$ cat config.mk
export PLATFORM = sky130hd
export DESIGN_NAME = uart_tx_fifo
export DESIGN_NICKNAME = d
export VERILOG_FILES = /design/src/rtl/uart_tx_fifo_pkg.sv /design/src/rtl/uart_tx_fifo_sync_fifo_byte.sv /design/src/rtl/uart_tx_fifo.sv
export SDC_FILE = /design/constraint.sdc
export NUM_CORES = 1
export LEC_CHECK = 0
export BUFFER_PORTS_ARGS = -buffer_cell sky130_fd_sc_hd__buf_2
export CELL_PAD_IN_SITES_DETAIL_PLACEMENT = 1
export CELL_PAD_IN_SITES_GLOBAL_PLACEMENT = 1
export CORE_MARGIN = 4
export CORE_UTILIZATION = 47
export CTS_CLUSTER_SIZE = 25
export DETAILED_ROUTE_END_ITERATION = 7
export GPL_TIMING_DRIVEN = 0
export PLACE_DENSITY = 0.85
export RECOVER_POWER = 100
export SLEW_MARGIN = 5
export SYNTH_ARGS = -nofsm -noshare
export SYNTH_HDL_FRONTEND = slang
export SYNTH_SLANG_ARGS = --single-unit
export TNS_END_PERCENT = 20
$ cat constraint.sdc
create_clock -name clk -period 1.72 [get_ports clk]
set_input_delay 0.172 -clock clk [delete_from_list [all_inputs] [get_ports clk]]
set_output_delay 0.172 -clock clk [all_outputs]
set_load 0.03 [all_outputs]
$ cat src/rtl/uart_tx_fifo_pkg.sv
// Shared definitions for the UART transmit FIFO: default depth, byte width,
// sequencer state encoding and the status-word layout.
package uart_tx_fifo_pkg;

    localparam int unsigned UART_TX_FIFO_DEPTH_LOG2 = 4;
    localparam int unsigned BYTE_W                  = 8;

    typedef enum logic [1:0] {
        SEQ_IDLE        = 2'd0,
        SEQ_WAIT_ACTIVE = 2'd1,
        SEQ_WAIT_DONE   = 2'd2
    } seq_state_e;

    // Fields returned to the peripheral read mux for the UART status word.
    typedef struct packed {
        logic                               full;
        logic                               empty;
        logic                               overflow;
        logic [UART_TX_FIFO_DEPTH_LOG2:0]   level;
    } tx_status_t;

endpackage

$ cat src/rtl/uart_tx_fifo_sync_fifo_byte.sv
// Byte-wide synchronous circular FIFO with level tracking and a sticky
// overflow flag; a push into a full FIFO is dropped even if a pop coincides.
module uart_tx_fifo_sync_fifo_byte
    import uart_tx_fifo_pkg::*;
#(
    parameter int unsigned DEPTH_LOG2 = UART_TX_FIFO_DEPTH_LOG2
) (
    input  logic                  clk,
    input  logic                  reset_n,
    input  logic                  sync_reset,
    input  logic                  push,
    input  logic [BYTE_W-1:0]     push_data,
    input  logic                  pop,
    input  logic                  clr_overflow,
    output logic [BYTE_W-1:0]     head_data_c,
    output logic                  full,
    output logic                  empty,
    output logic [DEPTH_LOG2:0]   level,
    output logic                  overflow
);

    localparam int unsigned DEPTH = 1 << DEPTH_LOG2;
    localparam int unsigned LVL_W = DEPTH_LOG2 + 1;
    localparam logic [LVL_W-1:0] LEVEL_FULL = LVL_W'(DEPTH);

    logic [BYTE_W-1:0]     mem [DEPTH];
    logic [DEPTH_LOG2-1:0] wr_ptr;
    logic [DEPTH_LOG2-1:0] rd_ptr;
    logic [LVL_W-1:0]      level_next_c;
    logic                  push_acc_c;
    logic                  pop_acc_c;

    assign push_acc_c  = push && !full && !sync_reset;
    assign pop_acc_c   = pop && !empty && !sync_reset;
    assign head_data_c = mem[rd_ptr];

    // Next occupancy from accepted push/pop.
    always_comb begin
        level_next_c = level;
        if (push_acc_c && !pop_acc_c) begin
            level_next_c = level + LVL_W'(1);
        end else if (!push_acc_c && pop_acc_c) begin
            level_next_c = level - LVL_W'(1);
        end
    end

    // Storage array; contents need no reset since level gates every read.
    always_ff @(posedge clk) begin
        if (push_acc_c) begin
            mem[wr_ptr] <= push_data;
        end
    end

    // Pointers, level, registered flags and sticky overflow.
    always_ff @(posedge clk or negedge reset_n) begin
        if (!reset_n) begin
            wr_ptr   <= '0;
            rd_ptr   <= '0;
            level    <= '0;
            full     <= 1'b0;
            empty    <= 1'b1;
            overflow <= 1'b0;
        end else if (sync_reset) begin
            wr_ptr   <= '0;
            rd_ptr   <= '0;
            level    <= '0;
            full     <= 1'b0;
            empty    <= 1'b1;
            overflow <= 1'b0;
        end else begin
            if (push_acc_c) begin
                wr_ptr <= wr_ptr + DEPTH_LOG2'(1);
            end
            if (pop_acc_c) begin
                rd_ptr <= rd_ptr + DEPTH_LOG2'(1);
            end
            level <= level_next_c;
            full  <= (level_next_c == LEVEL_FULL);
            empty <= (level_next_c == '0);
            if (push && full) begin
                overflow <= 1'b1;
            end else if (clr_overflow) begin
                overflow <= 1'b0;
            end
        end
    end

endmodule

$ cat src/rtl/uart_tx_fifo.sv
// UART transmit buffer: queues bus writes and feeds the transmitter one
// byte at a time, pacing on the transmitter's tx_active status.
module uart_tx_fifo
    import uart_tx_fifo_pkg::*;
#(
    parameter int unsigned DEPTH_LOG2 = UART_TX_FIFO_DEPTH_LOG2
) (
    input  logic                  clk,
    input  logic                  reset_n,
    input  logic                  sync_reset,
    input  logic                  wr_en,
    input  logic [BYTE_W-1:0]     wr_data,
    input  logic                  clr_overflow,
    input  logic                  tx_active,
    output logic                  start_TX,
    output logic [BYTE_W-1:0]     SBUF_out,
    output logic                  full,
    output logic                  empty,
    output logic [DEPTH_LOG2:0]   level,
    output logic                  overflow
);

    seq_state_e        state;
    logic              pop_c;
    logic [BYTE_W-1:0] head_data_c;

    assign pop_c = (state == SEQ_IDLE) && !empty && !tx_active;

    uart_tx_fifo_sync_fifo_byte #(
        .DEPTH_LOG2 (DEPTH_LOG2)
    ) u_fifo (
        .clk          (clk),
        .reset_n      (reset_n),
        .sync_reset   (sync_reset),
        .push         (wr_en),
        .push_data    (wr_data),
        .pop          (pop_c),
        .clr_overflow (clr_overflow),
        .head_data_c  (head_data_c),
        .full         (full),
        .empty        (empty),
        .level        (level),
        .overflow     (overflow)
    );

    // Sequencer: pop head, pulse start_TX, then wait for a full tx_active cycle.
    always_ff @(posedge clk or negedge reset_n) begin
        if (!reset_n) begin
            state    <= SEQ_IDLE;
            start_TX <= 1'b0;
            SBUF_out <= '0;
        end else if (sync_reset) begin
            state    <= SEQ_IDLE;
            start_TX <= 1'b0;
            SBUF_out <= '0;
        end else begin
            start_TX <= 1'b0;
            case (state)
                SEQ_IDLE: begin
                    if (pop_c) begin
                        SBUF_out <= head_data_c;
                        start_TX <= 1'b1;
                        state    <= SEQ_WAIT_ACTIVE;
                    end
                end
                SEQ_WAIT_ACTIVE: begin
                    if (tx_active) begin
                        state <= SEQ_WAIT_DONE;
                    end
                end
                SEQ_WAIT_DONE: begin
                    if (!tx_active) begin
                        state <= SEQ_IDLE;
                    end
                end
                default: begin
                    state <= SEQ_IDLE;
                end
            endcase
        end
    end

endmodule

Word-level counts from Yosys, hierarchy flattened
Memories as Yosys holds them, arrays and structs flattened. Index checks and enable logic that the tools add are counted.

$add $sub $neg: 4. Muxes and demuxes: 25. Equality and inequality tests: 6. Reduce and logical (&&, ||, !) cells: 24.

Operators with widths (number): $mux 8 (3); $mux 4 (4); $mux 5 (3); $mux 1 (10); $logic_and 1x1->1 (9); $add 4x1->4 const B (2); $mux 2 (4); $reduce_bool 2->1 (4); $logic_not 1->1 (6); $ne 3x3->1 const B (2); $pmux 2 s3 (1); $add 5x1->5 const B (1); $eq 5x5->1 const B (1); $logic_not 5->1 (1); $sub 5x1->5 const B (1); $ne 3x2->1 const B (1); $reduce_and 3->1 (1); $reduce_bool 3->1 (1); $eq 2x1->1 const B (1); $eq 2x2->1 const B (1); $logic_not 2->1 (1); $reduce_and 2->1 (1).

RAM bits: 128. Memories kept: 1. Bits in registers: 27. Bits of input ports: 14.

Memory list: u_fifo.mem (words 16, bits a word 8, read ports 1, clocked after Yosys merged registers in 0, wr ports 1, RTL line uart_tx_fifo_sync_fifo_byte.sv:26) `logic [BYTE_W-1:0] mem [DEPTH];`.

Logic depth before layout (Yosys ltp)
Word-level depth: 10. Depth in mapped cells: 7. Gate-level depth less buffers: 6.

By module
From an unflattened synthesis, not the netlist that was laid out.

Cells, all modules: 409. Area, all modules: 6581.3 sq um.

By module, submodules not included: uart_tx_fifo_sync_fifo_byte (instances 1, seq. area each 4245.3 sq um, cells an instance 365, area each 6049.6 sq um); uart_tx_fifo (instances 1, seq. area each 275.3 sq um, cells an instance 44, area each 531.8 sq um).

Worst setup path before layout
Ideal clock, no wire load.

Path kind: register to register. From: register u_fifo.level[0]. To: register u_fifo.empty. Setup slack: -402 ps. Cell stages (with the launch flop): 7. Library setup time: 91 ps. Arrival: 2031 ps. Clock period less this slack: 2122 ps. Buffers on the path: 0. Required time: 1629 ps. Path through: dfrtp_1 inv_1 ha_1 or3_2 a211oi_1 o22ai_1 o31ai_1.

Longest elaborated chain between the ends: 5. Elaborated cells on any way between the ends: 6. Those cells by class: add/sub: 2; mux: 3; reduce/logical: 1.

Ends and longest elaborated chain: start, declared (RTL line uart_tx_fifo_sync_fifo_byte.sv:18) `output logic [DEPTH_LOG2:0] level,`; start signal, assigned (RTL line uart_tx_fifo_sync_fifo_byte.sv:77) `level <= level_next_c;`; $sub 5x1->5 (RTL line uart_tx_fifo_sync_fifo_byte.sv:43) `level_next_c = level - LVL_W'(1);`; $mux 5 (RTL line uart_tx_fifo_sync_fifo_byte.sv:42) `end else if (!push_acc_c && pop_acc_c) begin`; $mux 5 * (RTL line uart_tx_fifo_sync_fifo_byte.sv:40) `if (push_acc_c && !pop_acc_c) begin`; $logic_not 5->1 * (RTL line uart_tx_fifo_sync_fifo_byte.sv:79) `empty <= (level_next_c == '0);`; $mux 1 * (RTL line uart_tx_fifo_sync_fifo_byte.sv:63) `end else if (sync_reset) begin`; end signal, assigned (RTL line uart_tx_fifo_sync_fifo_byte.sv:79); end, declared (RTL line uart_tx_fifo_sync_fifo_byte.sv:17) `output logic empty,`.

Every way passes the cells marked *; elsewhere a longest branch is shown, timed or not. A chain may end at the register's enable or synchronous reset.

Worst setup path in the final report
From: register u_fifo.rd_ptr[0]. To: register SBUF_out[7].

Longest elaborated chain between the ends: 4.

Ends and longest elaborated chain: start, declared (RTL line uart_tx_fifo_sync_fifo_byte.sv:28) `logic [DEPTH_LOG2-1:0] rd_ptr;`; start signal, assigned (RTL line uart_tx_fifo_sync_fifo_byte.sv:75) `rd_ptr <= rd_ptr + DEPTH_LOG2'(1);`; $mem_v2 16x8; $mux 8 (RTL line uart_tx_fifo.sv:60) `if (pop_c) begin`; $mux 8 (RTL line uart_tx_fifo.sv:58) `case (state)`; $mux 8 (RTL line uart_tx_fifo.sv:52) `end else if (sync_reset) begin`; end signal, assigned (RTL line uart_tx_fifo.sv:61) `SBUF_out <= head_data_c;`; end, declared (RTL line uart_tx_fifo.sv:16) `output logic [BYTE_W-1:0] SBUF_out,`.

Every way passes these cells. The select of a mux whose other input is x is not followed.

==> flow_metrics.tcl <==
set metrics [dict create \
    antenna_cells 0 \
    syn_inst 360 \
    layout_min_cycle_time_ns 2.096 \
    htree_levels 4 \
    ys_ff_latch 155 \
    drv_slew 0 \
    ios 31 \
    power_frac_comb_pct 15.1 \
    rsz0062_at_grt "yes" \
    first_pass_iters 7 \
    track_usage_pct 24.00 \
    final_cells 623 \
    grt_pass1_wl_um 25390 \
    async_flop_share_pct 17.42 \
    synth_area_leader_cell "edfxtp_1" \
    drt-initial-drc-count 455 \
    crit_path_end_kind "flop" \
    drc_errors 0 \
    cts_buffer_depth 2 \
    place_congestion 0.8156 \
    start_util_pct 47.88 \
    required_ns 2.01 \
    dpl.cell_count 566 \
    power.share.switching_pct 25.07 \
    peakVddDrop_uv 931.0 \
    netlist_area_mm2 0.006316 \
    wl_per_cell_um 29.70 \
    synth.net_count 381 \
    p_int_mw 7.203 \
    power_density_mw_per_mm2 1208 \
    numCtsBuffers 17 \
    crit_arrival_ns 2.39 \
    yosysWarnings 0 \
    tns_ns -4.778 \
    violations "negative setup slack" \
    cp_max_fo 8 \
    clock.fmax_mhz 477.0 \
    synth-edff-count 128 \
    leakagePower_nw 2.752 \
    finClkSkew_ns 0.01103 \
    die_area_mm2 0.01536 \
    max-cap-violations 0 \
    clkLatencyLatePin_ns 0.43 \
    pwr-share-seq_pct 44.1 \
    drive_gt1_share_pct 43.40 \
    viasPerCell 6.136 \
    setup_viol 56 \
    grt_max_degree 28 \
    fin_area_mm2 0.007958 \
    yosysSeqAreaShare_pct 71.57 \
    clock-sinks 155 \
    tightestPinTransition_ns 0.9770 \
    grt.overflow.total 0 \
    antenna_found_initial 0 \
    num_vias 3823 \
    clk_pin_slew_worst_paths_ns 0.07 \
    syn_area_per_cell_um2 17.54 \
    fp.dieH_um 123.9 \
    cp-start-kind "flop" \
    fin_util_pct 60.33 \
    place_hpwl_um 9980 \
    synthTopCellsByArea "edfxtp_1 61%, mux4_2 11%, dfrtp_1 10%" \
    synth.distinct_cells 43 \
    synth_top_flop_cell "edfxtp_1" \
    ys_top_cells_by_count "128 x edfxtp_1, 32 x mux4_2, 26 x dfrtp_1" \
    nets 456 \
    hold_violations 0 \
    hold_class "in2reg" \
    place_area_mm2 0.006718 \
    areaGrowthSynthToFinish_pct 25.99 \
    place.port_buffers 30 \
    wirelength_um 18510 \
    synthDominantCellAreaShare_pct 60.86 \
    setup_ws_ns -0.3763 \
    period_share_pct 121.9 \
    grt_pass1_vias 3993 \
    status "finished, violations left" \
    ant_nets 0 \
    rows 42 \
    pre_cts_ws_ns -0.7218 \
    cts_tree "done" \
    die_x_um 123.9 \
    slew_headroom_pct 34.63 \
    synth.most_common_cell "edfxtp_1" \
    net-switching-power_mw 2.410 \
    coreArea_mm2 0.01319 \
    crit_type "reg2reg" \
    pwr-share-clk_pct 40.9 \
    cts_root_buffer "clkbuf_16" \
]
layer usage:
metal  track usage [%]  up-vias  share of wire (%)
li1                  -     1560                  -
met1             29.59     2029                 38
met2             40.22      185                 52
met3             4.768       49                5.9
met4             12.59        0                3.5
met5                 0        -                  0
final cells by class:
type	instances	area, µm²
fillers	1158	5233
multi-input cells	177	1976
inverters	7	26.28
repair buffers	57	402.9
plain buffers	20	203.9
flip-flops and latches	155	4527
well taps	176	220.2
clock buffers	17	425.4
clock inverters	14	176.4
sequential cells by signal (all words and copies together) (netlist names):
register and cells:
SBUF_out 8, start_TX 1, state 2, u_fifo.empty 1
u_fifo.full 1, u_fifo.level 5, u_fifo.mem 128, u_fifo.overflow 1
u_fifo.rd_ptr 4, u_fifo.wr_ptr 4
metrics by stage:
step	hold WS, ns	total power, mW
final	0.04448	9.613
after floorplan	-0.1236	4.955
after global placement	0.2118	5.216
after CTS	0.03148	9.341
after global routing	0.05396	9.918
after detailed placement	0.2215	5.272
kinds of logic (layout without fill, tap and decap cells):
logic type / count (synthesis) / count (layout) / share of synthesized area, %
DFF: 155 / 155 / 71.57
adders and majority gates: 7 / 7 / 1.387
muxes: 32 / 32 / 11.41
and+or+nand+nor: 79 / 79 / 6.953
buffers and inverters: 28 / 115 / 2.199
xor gates and xnor gates: 11 / 11 / 1.525
AOI/OAI and AO/OA: 48 / 48 / 4.953
critical path, cell delays in order (launching register included):
cell	delay, ns
dfrtp_1	0.43
buf_12	0.19
buf_12	0.14
mux4_2	0.54
a22oi_2	0.31
a21oi_2	0.12
a21oi_2	0.16
nor2_1	0.06
placed cells by master, fill, tap and decap left out, drive strengths merged, types with 2 or more instances in the layout:
master,instances
dfrtp,26
o31ai,2
nand4,4
ha,7
a21oi,23
a211oi,2
bufinv,4
dlygate4sd3,3
buf,57
clkinv,7
clkbuf,34
nor2b,3
xnor2,6
nand3,4
nor2,21
and2,14
xor2,5
inv,9
nand2b,2
nand2,16
a22oi,16
nor3,7
edfxtp,128
mux4,32
nor4,3
power groups by stage:
stage | logic, mW | clock network [mW] | registers (mW)
after global placement | 0.925 | 0 | 4.29
after global routing | 1.52 | 4.16 | 4.24
after CTS | 1.22 | 3.90 | 4.22
after detailed placement | 0.972 | 0 | 4.30
after floorplan | 0.582 | 0 | 4.37
final | 1.45 | 3.93 | 4.24
path summary, 6_finish.rpt:
check                           cells after the start  slack (ns)             start               end
worst max-delay path                                7       -0.38  u_fifo.rd_ptr[0]       SBUF_out[7]
worst min-delay path                                3        0.04             wr_en   u_fifo.overflow
worst max register to register                      7       -0.38  u_fifo.rd_ptr[0]       SBUF_out[7]
worst min register to register                      2        0.54       SBUF_out[3]       SBUF_out[3]
max in group asynchronous                           2        0.87           reset_n  u_fifo.wr_ptr[1]
min in group asynchronous                           2        0.34           reset_n  u_fifo.rd_ptr[0]
what timing repair did:
item	CTS	global route
hold endpoints to repair	28	0
pin swaps	11	16
endpoints found under the setup margin	144	129
cloned	1	1
setup buffers	12	10
hold buffers	3	0
resized for setup	68	53
Power figures use the tool's default switching activity.
